File: config.mk
export PLATFORM = sky130hd
export DESIGN_NAME = bidir_ring_stop
export DESIGN_NICKNAME = d
export VERILOG_FILES = /design/src/rtl/bidir_ring_stop.sv
export SDC_FILE = /design/constraint.sdc
export NUM_CORES = 2
export LEC_CHECK = 0
export ABC_AREA = 1
export CORE_AREA = 4 4 609 611
export DETAILED_ROUTE_END_ITERATION = 10
export DIE_AREA = 0 0 613 615
export GPL_TIMING_DRIVEN = 0
export PLACE_DENSITY = 0.49
export REMOVE_ABC_BUFFERS = 1
export SLEW_MARGIN = 15
export SYNTH_ARGS = -nofsm -noshare
export SYNTH_HDL_FRONTEND = slang
export SYNTH_SLANG_ARGS = --single-unit
File: constraint.sdc
create_clock -name clk -period 13.1 [get_ports clk]
set_input_delay 1.31 -clock clk [delete_from_list [all_inputs] [get_ports clk]]
set_output_delay 1.31 -clock clk [all_outputs]
set_load 0.02 [all_outputs]
File: src/rtl/bidir_ring_stop.sv
// bidir_ring_stop: one stop of a bidirectional ring NoC.
//   Port index 0 = local endpoint, 1 = clockwise (CW) link, 2 = counter-clockwise (CCW) link.
//   Each input has a FIFO of FLIT_BUFFER_DEPTH flits. The route is computed from the head flit's dest
//   (shortest direction, a tie goes CW), latched for the body and held until the tail pops.
//   Each output has round-robin arbitration, a wormhole lock and a downstream credit counter.
// Ports (per-port arrays are indexed 0..2):
//   clk, rst_n                   clock, synchronous active-low reset
//   data_in/dest_in/is_tail_in   incoming flit fields
//   send_in                      incoming flit valid
//   credit_out                   one pulse per flit popped from that input FIFO
//   data_out/dest_out/is_tail_out outgoing flit fields; they hold their last value while idle
//   send_out                     outgoing flit valid
//   credit_in                    credit returned by the downstream buffer
//   stat_flits_out               per-output sent-flit counters; present only with RING_STOP_STATS_EN
// Optional build macro: RING_STOP_STATS_EN
module bidir_ring_stop #(
  parameter int unsigned NUM_NODES         = 8,
  parameter int unsigned NODE_ID           = 0,
  parameter int unsigned DEST_WIDTH        = 4,
  parameter int unsigned FLIT_WIDTH        = 256,
  parameter int unsigned FLIT_BUFFER_DEPTH = 2,
  parameter int unsigned DISABLE_SELFLOOP  = 1
) (
  input  logic                  clk,
  input  logic                  rst_n,
  input  logic [FLIT_WIDTH-1:0] data_in [3],
  input  logic [DEST_WIDTH-1:0] dest_in [3],
  input  logic [2:0]            is_tail_in,
  input  logic [2:0]            send_in,
  output logic [2:0]            credit_out,
  output logic [FLIT_WIDTH-1:0] data_out [3],
  output logic [DEST_WIDTH-1:0] dest_out [3],
  output logic [2:0]            is_tail_out,
  output logic [2:0]            send_out,
  input  logic [2:0]            credit_in
`ifdef RING_STOP_STATS_EN
  ,
  output logic [31:0]           stat_flits_out [3]
`endif
);

  localparam int unsigned CNT_W = $clog2(FLIT_BUFFER_DEPTH + 1);
  localparam int unsigned PTR_W = (FLIT_BUFFER_DEPTH > 1) ? $clog2(FLIT_BUFFER_DEPTH) : 1;
  localparam logic [CNT_W-1:0] DEPTH_C  = CNT_W'(FLIT_BUFFER_DEPTH);
  localparam logic [PTR_W-1:0] LAST_PTR = PTR_W'(FLIT_BUFFER_DEPTH - 1);

  // The encodings 0..2 equal the output port index; RT_DROP consumes a flit without sending it.
  typedef enum logic [1:0] {RT_LOCAL = 2'd0, RT_CW = 2'd1, RT_CCW = 2'd2, RT_DROP = 2'd3} route_e;

  function automatic route_e calc_route(input logic [DEST_WIDTH-1:0] dest, input int unsigned port);
    int unsigned dcw;
    dcw = (32'(dest) + NUM_NODES - NODE_ID) % NUM_NODES;
    if (dcw == 0) return (port == 0 && DISABLE_SELFLOOP != 0) ? RT_DROP : RT_LOCAL;
    else if (dcw <= NUM_NODES / 2) return RT_CW;
    else return RT_CCW;
  endfunction

  logic [FLIT_WIDTH-1:0]        fifo_data_q [3][FLIT_BUFFER_DEPTH];
  logic [DEST_WIDTH-1:0]        fifo_dest_q [3][FLIT_BUFFER_DEPTH];
  logic [FLIT_BUFFER_DEPTH-1:0] fifo_tail_q [3];
  logic [PTR_W-1:0]             rd_q [3];
  logic [PTR_W-1:0]             wr_q [3];
  logic [CNT_W-1:0]             cnt_q [3];
  logic [CNT_W-1:0]             cnt_d [3];
  logic [2:0]                   mid_q;
  route_e                       route_q [3];
  logic [CNT_W-1:0]             cred_q [3];
  logic [CNT_W-1:0]             cred_d [3];
  logic [2:0]                   lock_v_q;
  logic [1:0]                   lock_in_q [3];
  logic [1:0]                   rr_q [3];
  logic [FLIT_WIDTH-1:0]        data_out_q [3];
  logic [DEST_WIDTH-1:0]        dest_out_q [3];
  logic [2:0]                   tail_out_q, send_out_q, credit_out_q;

  logic [2:0]            valid, head_tail, wr_en, pop, gnt_v;
  logic [FLIT_WIDTH-1:0] head_data [3];
  logic [DEST_WIDTH-1:0] head_dest [3];
  route_e                cur_route [3];
  logic [1:0]            gnt_in [3];

  always_comb begin
    for (int unsigned i = 0; i < 3; i++) begin
      valid[i]     = (cnt_q[i] != '0);
      head_data[i] = fifo_data_q[i][rd_q[i]];
      head_dest[i] = fifo_dest_q[i][rd_q[i]];
      head_tail[i] = fifo_tail_q[i][rd_q[i]];
      // Body flits follow the route latched when the head popped.
      cur_route[i] = mid_q[i] ? route_q[i] : calc_route(head_dest[i], i);
      wr_en[i]     = send_in[i] && (cnt_q[i] != DEPTH_C);
    end
  end

  always_comb begin
    int unsigned cand;
    cand  = 0;
    gnt_v = '0;
    pop   = '0;
    for (int unsigned o = 0; o < 3; o++) begin
      gnt_in[o] = '0;
      for (int unsigned k = 0; k < 3; k++) begin
        cand = (32'(rr_q[o]) + k) % 3;
        if (!gnt_v[o] && valid[cand] && 32'(cur_route[cand]) == o && cred_q[o] != '0 &&
            (!lock_v_q[o] || 32'(lock_in_q[o]) == cand)) begin
          gnt_v[o]  = 1'b1;
          gnt_in[o] = 2'(cand);
        end
      end
    end
    for (int unsigned i = 0; i < 3; i++) pop[i] = valid[i] && (cur_route[i] == RT_DROP);
    for (int unsigned o = 0; o < 3; o++) if (gnt_v[o]) pop[gnt_in[o]] = 1'b1;
  end

  always_comb begin
    for (int unsigned i = 0; i < 3; i++) begin
      unique case ({wr_en[i], pop[i]})
        2'b10:   cnt_d[i] = cnt_q[i] + CNT_W'(1);
        2'b01:   cnt_d[i] = cnt_q[i] - CNT_W'(1);
        default: cnt_d[i] = cnt_q[i];
      endcase
      cred_d[i] = cred_q[i];
      if (gnt_v[i] && !credit_in[i]) cred_d[i] = cred_q[i] - CNT_W'(1);
      else if (!gnt_v[i] && credit_in[i] && cred_q[i] != DEPTH_C) cred_d[i] = cred_q[i] + CNT_W'(1);
    end
  end

  // FIFO storage carries no reset; occupancy is tracked by the pointers and counts below.
  always_ff @(posedge clk) begin
    for (int unsigned i = 0; i < 3; i++) begin
      if (wr_en[i]) begin
        fifo_data_q[i][wr_q[i]] <= data_in[i];
        fifo_dest_q[i][wr_q[i]] <= dest_in[i];
        fifo_tail_q[i][wr_q[i]] <= is_tail_in[i];
      end
    end
  end

  always_ff @(posedge clk) begin
    if (!rst_n) begin
      mid_q        <= '0;
      lock_v_q     <= '0;
      tail_out_q   <= '0;
      send_out_q   <= '0;
      credit_out_q <= '0;
      for (int unsigned i = 0; i < 3; i++) begin
        rd_q[i]       <= '0;
        wr_q[i]       <= '0;
        cnt_q[i]      <= '0;
        route_q[i]    <= RT_LOCAL;
        cred_q[i]     <= DEPTH_C;
        lock_in_q[i]  <= '0;
        rr_q[i]       <= '0;
        data_out_q[i] <= '0;
        dest_out_q[i] <= '0;
      end
    end else begin
      credit_out_q <= pop;
      send_out_q   <= gnt_v;
      for (int unsigned i = 0; i < 3; i++) begin
        cnt_q[i]  <= cnt_d[i];
        cred_q[i] <= cred_d[i];
        if (wr_en[i]) wr_q[i] <= (wr_q[i] == LAST_PTR) ? '0 : wr_q[i] + PTR_W'(1);
        if (pop[i]) begin
          rd_q[i]    <= (rd_q[i] == LAST_PTR) ? '0 : rd_q[i] + PTR_W'(1);
          mid_q[i]   <= !head_tail[i];
          route_q[i] <= cur_route[i];
        end
        if (gnt_v[i]) begin
          data_out_q[i] <= head_data[gnt_in[i]];
          dest_out_q[i] <= head_dest[gnt_in[i]];
          tail_out_q[i] <= head_tail[gnt_in[i]];
          // A tail releases the lock and moves priority past the winner; a non-tail locks the output.
          if (head_tail[gnt_in[i]]) begin
            lock_v_q[i] <= 1'b0;
            rr_q[i]     <= (gnt_in[i] == 2'd2) ? 2'd0 : gnt_in[i] + 2'd1;
          end else begin
            lock_v_q[i]  <= 1'b1;
            lock_in_q[i] <= gnt_in[i];
          end
        end
      end
    end
  end

  always_ff @(posedge clk) begin
    if (rst_n) begin
      for (int unsigned i = 0; i < 3; i++) begin
        assert (!(send_in[i] && cnt_q[i] == DEPTH_C));
        assert (!(credit_in[i] && !gnt_v[i] && cred_q[i] == DEPTH_C));
        if (valid[i] && !mid_q[i])
          assert (!(i == 1 && cur_route[i] == RT_CCW) && !(i == 2 && cur_route[i] == RT_CW));
      end
    end
  end

  assign data_out    = data_out_q;
  assign dest_out    = dest_out_q;
  assign is_tail_out = tail_out_q;
  assign send_out    = send_out_q;
  assign credit_out  = credit_out_q;

`ifdef RING_STOP_STATS_EN
  logic [31:0] stat_q [3];

  always_ff @(posedge clk) begin
    for (int unsigned o = 0; o < 3; o++) begin
      if (!rst_n) stat_q[o] <= '0;
      else        stat_q[o] <= stat_q[o] + 32'(send_out_q[o]);
    end
  end

  assign stat_flits_out = stat_q;
`endif

endmodule

# Yosys cells after proc, flatten, opt, wreduce, memory -nomap -nowiden
# Memory sizes are Yosys's and may differ from the RTL's.
# Index checks and enable logic that the tools add are counted.
[classes] addsub=30 n_eq_ne=33 reduce_logical=96 magnitude_cmp=48 muxes=239 div=9 bitwise=42
[ops] cell="256-bit 2-to-1 mux" count=18
[ops] cell="256-bit binary-select mux with 2-bit select" count=3
[ops] cell="512-bit 2-to-1 mux" count=3
[ops] cell="256-bit demux with 1-bit select" count=3
[ops] cell="33-bit by 3-bit greater-or-equal comparator with 1-bit output, second input constant" count=9
[ops] cell="32-bit inverter with 33-bit output" count=9
[ops] cell="2-bit by 32-bit == test with 1-bit output" count=9
[ops] cell="32-bit by 3-bit < comparator with 1-bit output, second input constant" count=9
[ops] cell="32-bit by 2-bit modulo with 32-bit output, second input constant" count=6
[ops] cell="2-bit 2-to-1 mux" count=63
[ops] cell="32-bit zero test" count=3
[ops] cell="2-bit by 2-bit modulo with 32-bit output, second input constant" count=3
[ops] cell="1-bit 2-to-1 mux" count=89
[ops] cell="4-bit 2-to-1 mux" count=18
[ops] cell="1-bit logical AND" count=57
[ops] cell="2-bit binary-select mux with 2-bit select" count=9
[ops] cell="1-bit binary-select mux with 2-bit select" count=12
[ops] cell="4-bit binary-select mux with 2-bit select" count=3
[ops] cell="2-bit == test, second input constant" count=12
[ops] cell="8-bit 2-to-1 mux" count=3
[ops] cell="1-bit OR" count=21
[ops] cell="2-bit by 1-bit adder with 2-bit output, second input constant" count=9
[ops] cell="1-bit zero test" count=18
[ops] cell="4-bit demux with 1-bit select" count=3
[ops] cell="25 further kinds" count=105
[word_totals] mem_count=10 mem_bits_rw=1602 word_cells=524 reg_bits=795
[memory_table] memory="fifo_data_q" depth=3 word_bits=512 rd=3 rd_clocked_by_memory_dff=0 wr=3 line="58" source="logic [FLIT_WIDTH-1:0] fifo_data_q [3][FLIT_BUFFER_DEPTH];"
[memory_table] memory="fifo_dest_q" depth=3 word_bits=8 rd=3 rd_clocked_by_memory_dff=0 wr=3 line="59" source="logic [DEST_WIDTH-1:0] fifo_dest_q [3][FLIT_BUFFER_DEPTH];"
[memory_table] memory="cnt_q" depth=3 word_bits=2 rd=3 rd_clocked_by_memory_dff=0 wr=3 line="63" source="logic [CNT_W-1:0] cnt_q [3];"
[memory_table] memory="cred_q" depth=3 word_bits=2 rd=3 rd_clocked_by_memory_dff=0 wr=3 line="67" source="logic [CNT_W-1:0] cred_q [3];"
[memory_table] memory="fifo_tail_q" depth=3 word_bits=2 rd=3 rd_clocked_by_memory_dff=0 wr=3 line="60" source="logic [FLIT_BUFFER_DEPTH-1:0] fifo_tail_q [3];"
[memory_table] memory="lock_in_q" depth=3 word_bits=2 rd=3 rd_clocked_by_memory_dff=0 wr=3 line="70" source="logic [1:0] lock_in_q [3];"
[memory_table] memory="4 more memories"

# Longest topological paths before layout
[depth] ltp_word=43 depth_mapped=31 mapped_depth_nobuf=29

# Least setup slack after synthesis
# No wires, ideal clock.
[synth_path] path_type="input to register" start="in send_in[0]" end="mem fifo_data_q[0][0] (netlist name) (enable)" arrival_ns=12.252 setup_slack_ns=-0.040 setup_ns=0.889 required_ns=12.211 cell_stages=2 cell_sequence="o21ai_1 -> nor2_1"
[synth_rtl] item="start: declaration" line="29" source="input logic [2:0] send_in,"
[synth_rtl] item="end: declaration" line="58"

==> results.py <==
metrics = {
    "setup_path": {
        "arrival_ps": 9300,
        "required_ps": 13850,
        "worst-path-buf-inv": 12,
        "rr_worst_depth": 33,
        "crit_slowest_cell": "edfxtp_1",
        "cp.depth": 33,
        "crit_top_cell": "buf_16",
        "path_class": "flip-flop to flip-flop",
        "crit_family": "buffers and inverters",
        "path_max_fanout": 77,
        "startpoint_type": "flip-flop",
        "setup.worst_path.end_class": "flip-flop",
        "crit_path_max_incr_delay_ps": 820,
    },
    "yosys": {
        "synthTopCellsByCount": "1956 x nand2_1, 1770 x a21oi_1, 1590 x edfxtp_1",
        "synth_area_per_cell_um2": 10.54,
        "synth-edff-count": 1590,
        "yosysTopAreaCell": "edfxtp_1",
        "yosysMostFrequentCell": "nand2_1",
        "ys_types": 37,
        "netlist.area_leader.share": 0.4748,
        "syn_area_mm2": 0.1006,
        "ys_async_sr_fraction": 0,
        "ys_warn_count": 0,
        "ys_ff_latch": 2397,
        "synthTopCellsByArea": "edfxtp_1 47%, dfxtp_1 16%, a21oi_1 8.8%",
        "synth_top_flop_cell": "edfxtp_1",
        "ys_seq_area_frac": 0.6355,
        "synthCells": 9543,
    },
    "timing": {
        "post-route-period-util": 0.6529,
        "skew_ps": 68.28,
        "setup_violations": 0,
        "fmax_mhz": 116.9,
        "rsz0062_at_grt": "false",
        "fin_crit_ps": 8553,
        "worst_pin_slew_ps": 940.4,
        "maxSlewViolCount": 0,
        "hold_viol": 0,
        "maxSlewHeadroom": 0.3711,
    },
    "cells_and_area": {
        "instances_no_fill": 16160,
        "final_util": 0.3720,
        "syn2layout_area_growth_pct": 35.01,
        "n_fill_cell": 35450,
        "nets": 11820,
        "drive_gt1_frac": 0.09036,
    },
    "detailed_routing": {
        "ant_nets": 0,
        "wire_per_inst_um": 30.96,
        "dr.first_iter.drc_count": 9682,
        "dr.pass1.iters": 8,
        "drc": 0,
        "viasPerCell": 5.287,
        "num_vias": 85450,
        "wl_mm": 500.3,
    },
    "clock_network": {
        "clock_sinks": 2397,
        "cts_buffers": 287,
        "cts_tree": "built",
        "cts_buffer_depth": 4,
        "cts-root-buf": "clkbuf_16",
        "post_cts_buffers": 0,
        "hold_buffers": 0,
        "path_clk_slew_ps": 60,
        "htree_levels": 5,
        "clock_latency_ps": 930,
        "ctsResizeCount": 0,
    },
    "die": {
        "fp.dieH_um": 615,
        "pin_count": 1580,
        "start_util": 0.2755,
        "rows": 222,
        "core_area_mm2": 0.3650,
        "die_w_um": 613,
        "die_area_mm2": 0.3770,
    },
    "grt": {
        "grt_pass1_wl_mm": 677.3,
        "grtUsageTotal": 0.2524,
        "gr-total-overflow": 0,
        "grt.busiest_layer": "met2",
        "grt_pass1_vias": 81160,
        "globalRouteMet2Util": 0.3977,
        "use_met1": 0.3044,
        "grt_max_degree": 124,
        "antenna_found_initial": 194,
        "groute.layer.met3.usage": 0.07188,
    },
    "status": {
        "status": "finished, final reports clean",
    },
    "flow_run": {
        "maxCapViolCount": 0,
    },
    "worst_hold_path": {
        "hold_class": "flip-flop to flip-flop",
        "whs_path_depth": 2,
    },
    "place": {
        "portBuffers": 1579,
        "dp_hpwl_mm": 332.9,
        "gp_congestion": 0.8471,
        "dp.cells": 15510,
    },
}
## layout make-up
type	count	area [µm²]	share of cell area
flip-flops and latches	2397	63900	0.4707
multi-input cells	6220	32570	0.2399
repair buffers	1882	22660	0.1669
diodes	123	307.8	0.002267
clock buffers	413	8223	0.06057
well taps	4816	6026	0.04439
clock inverters	113	1249	0.009198
inverters	197	824.5	0.006074
## placed cells by master (no fill, tap or decap), drive strengths merged
| cell type | synthesis | routed |
|---|---|---|
| buf | 343 | 304 |
| nand4 | 13 | 13 |
| clkdlybuf4s50 | 0 | 1578 |
| nor3 | 3 | 3 |
| clkbuf | 386 | 413 |
| a21oi | 1825 | 1825 |
| xor2 | 2 | 2 |
| xnor2 | 6 | 6 |
| o21bai | 1 | 1 |
| nand3b | 1 | 1 |
| nor2 | 72 | 72 |
| or2 | 8 | 8 |
| bufinv | 0 | 13 |
| clkinv | 0 | 80 |
| nand2 | 2056 | 2056 |
| inv | 197 | 211 |
| o22ai | 6 | 6 |
| a22oi | 1 | 1 |
| clkinvlp | 0 | 6 |
| dfxtp | 807 | 807 |
| edfxtp | 1590 | 1590 |
| ha | 42 | 42 |
| o211ai | 3 | 3 |
| o2111ai | 4 | 4 |
| diode | 0 | 123 |
| o21ai | 1066 | 1066 |
| nand3 | 594 | 594 |
| mux2i | 517 | 517 |
## metal layers
metal | routed length [µm] | share of wire
met4 | 33130 | 0.066
met2 | 228100 | 0.46
met5 | 429 | 0.00086
met1 | 188900 | 0.38
met3 | 49740 | 0.099
## tightest hold or removal path: cells and delay by family (launching register included)
family	cells	cell delay (ps)
DFF	1	310
and+or+nand+nor	2	130
## sequential cells by signal (all words and copies together), names as in the netlist
register,flops
cnt_q,6
cred_q,6
credit_out,3
data_out,768
dest_out,12
fifo_data_q,1536
fifo_dest_q,24
fifo_tail_q,6
is_tail_out,3
lock_in_q,6
lock_v_q,3
mid_q,3
rd_q,3
route_q,6
rr_q,6
send_out,3
wr_q,3
## final timing paths
check,start,to,slack (ps)
setup / recovery,rd_q[0][1],cnt_q[0][1],4550
hold / removal,is_tail_out[1],is_tail_out[1],480
setup reg to reg,rd_q[0][1],cnt_q[0][1],4550
hold reg to reg,is_tail_out[1],is_tail_out[1],480
## kinds of logic (layout without fill, tap and decap cells)
logic type	count (synthesis)	in the layout	synth area share
AOI/OAI and AO/OA	2906	2906	0.1470
xor gates and xnor gates	8	8	0.0006968
adders and majority gates	42	42	0.005226
buffers and inverters	926	2605	0.04216
DFF	2397	2397	0.6355
muxes	517	517	0.05146
other	0	123	0
and+or+nand+nor	2747	2747	0.1179
## stage by stage
stage	cell area [µm²]	TNS (ps)	hold WS [ps]	worst slack, ps
floorplan	97060	-4828260	455.2	-12260
global placement	118900	-	465.5	-97210
detailed placement	126000	0	469.6	4537
CTS	135500	0	478.7	4526
global route	135700	0	505.5	4215
finish	135800	0	475.7	4547
Power is not shown: default switching activity piles up to over one toggle a cycle in this logic, so the estimate is an artifact.
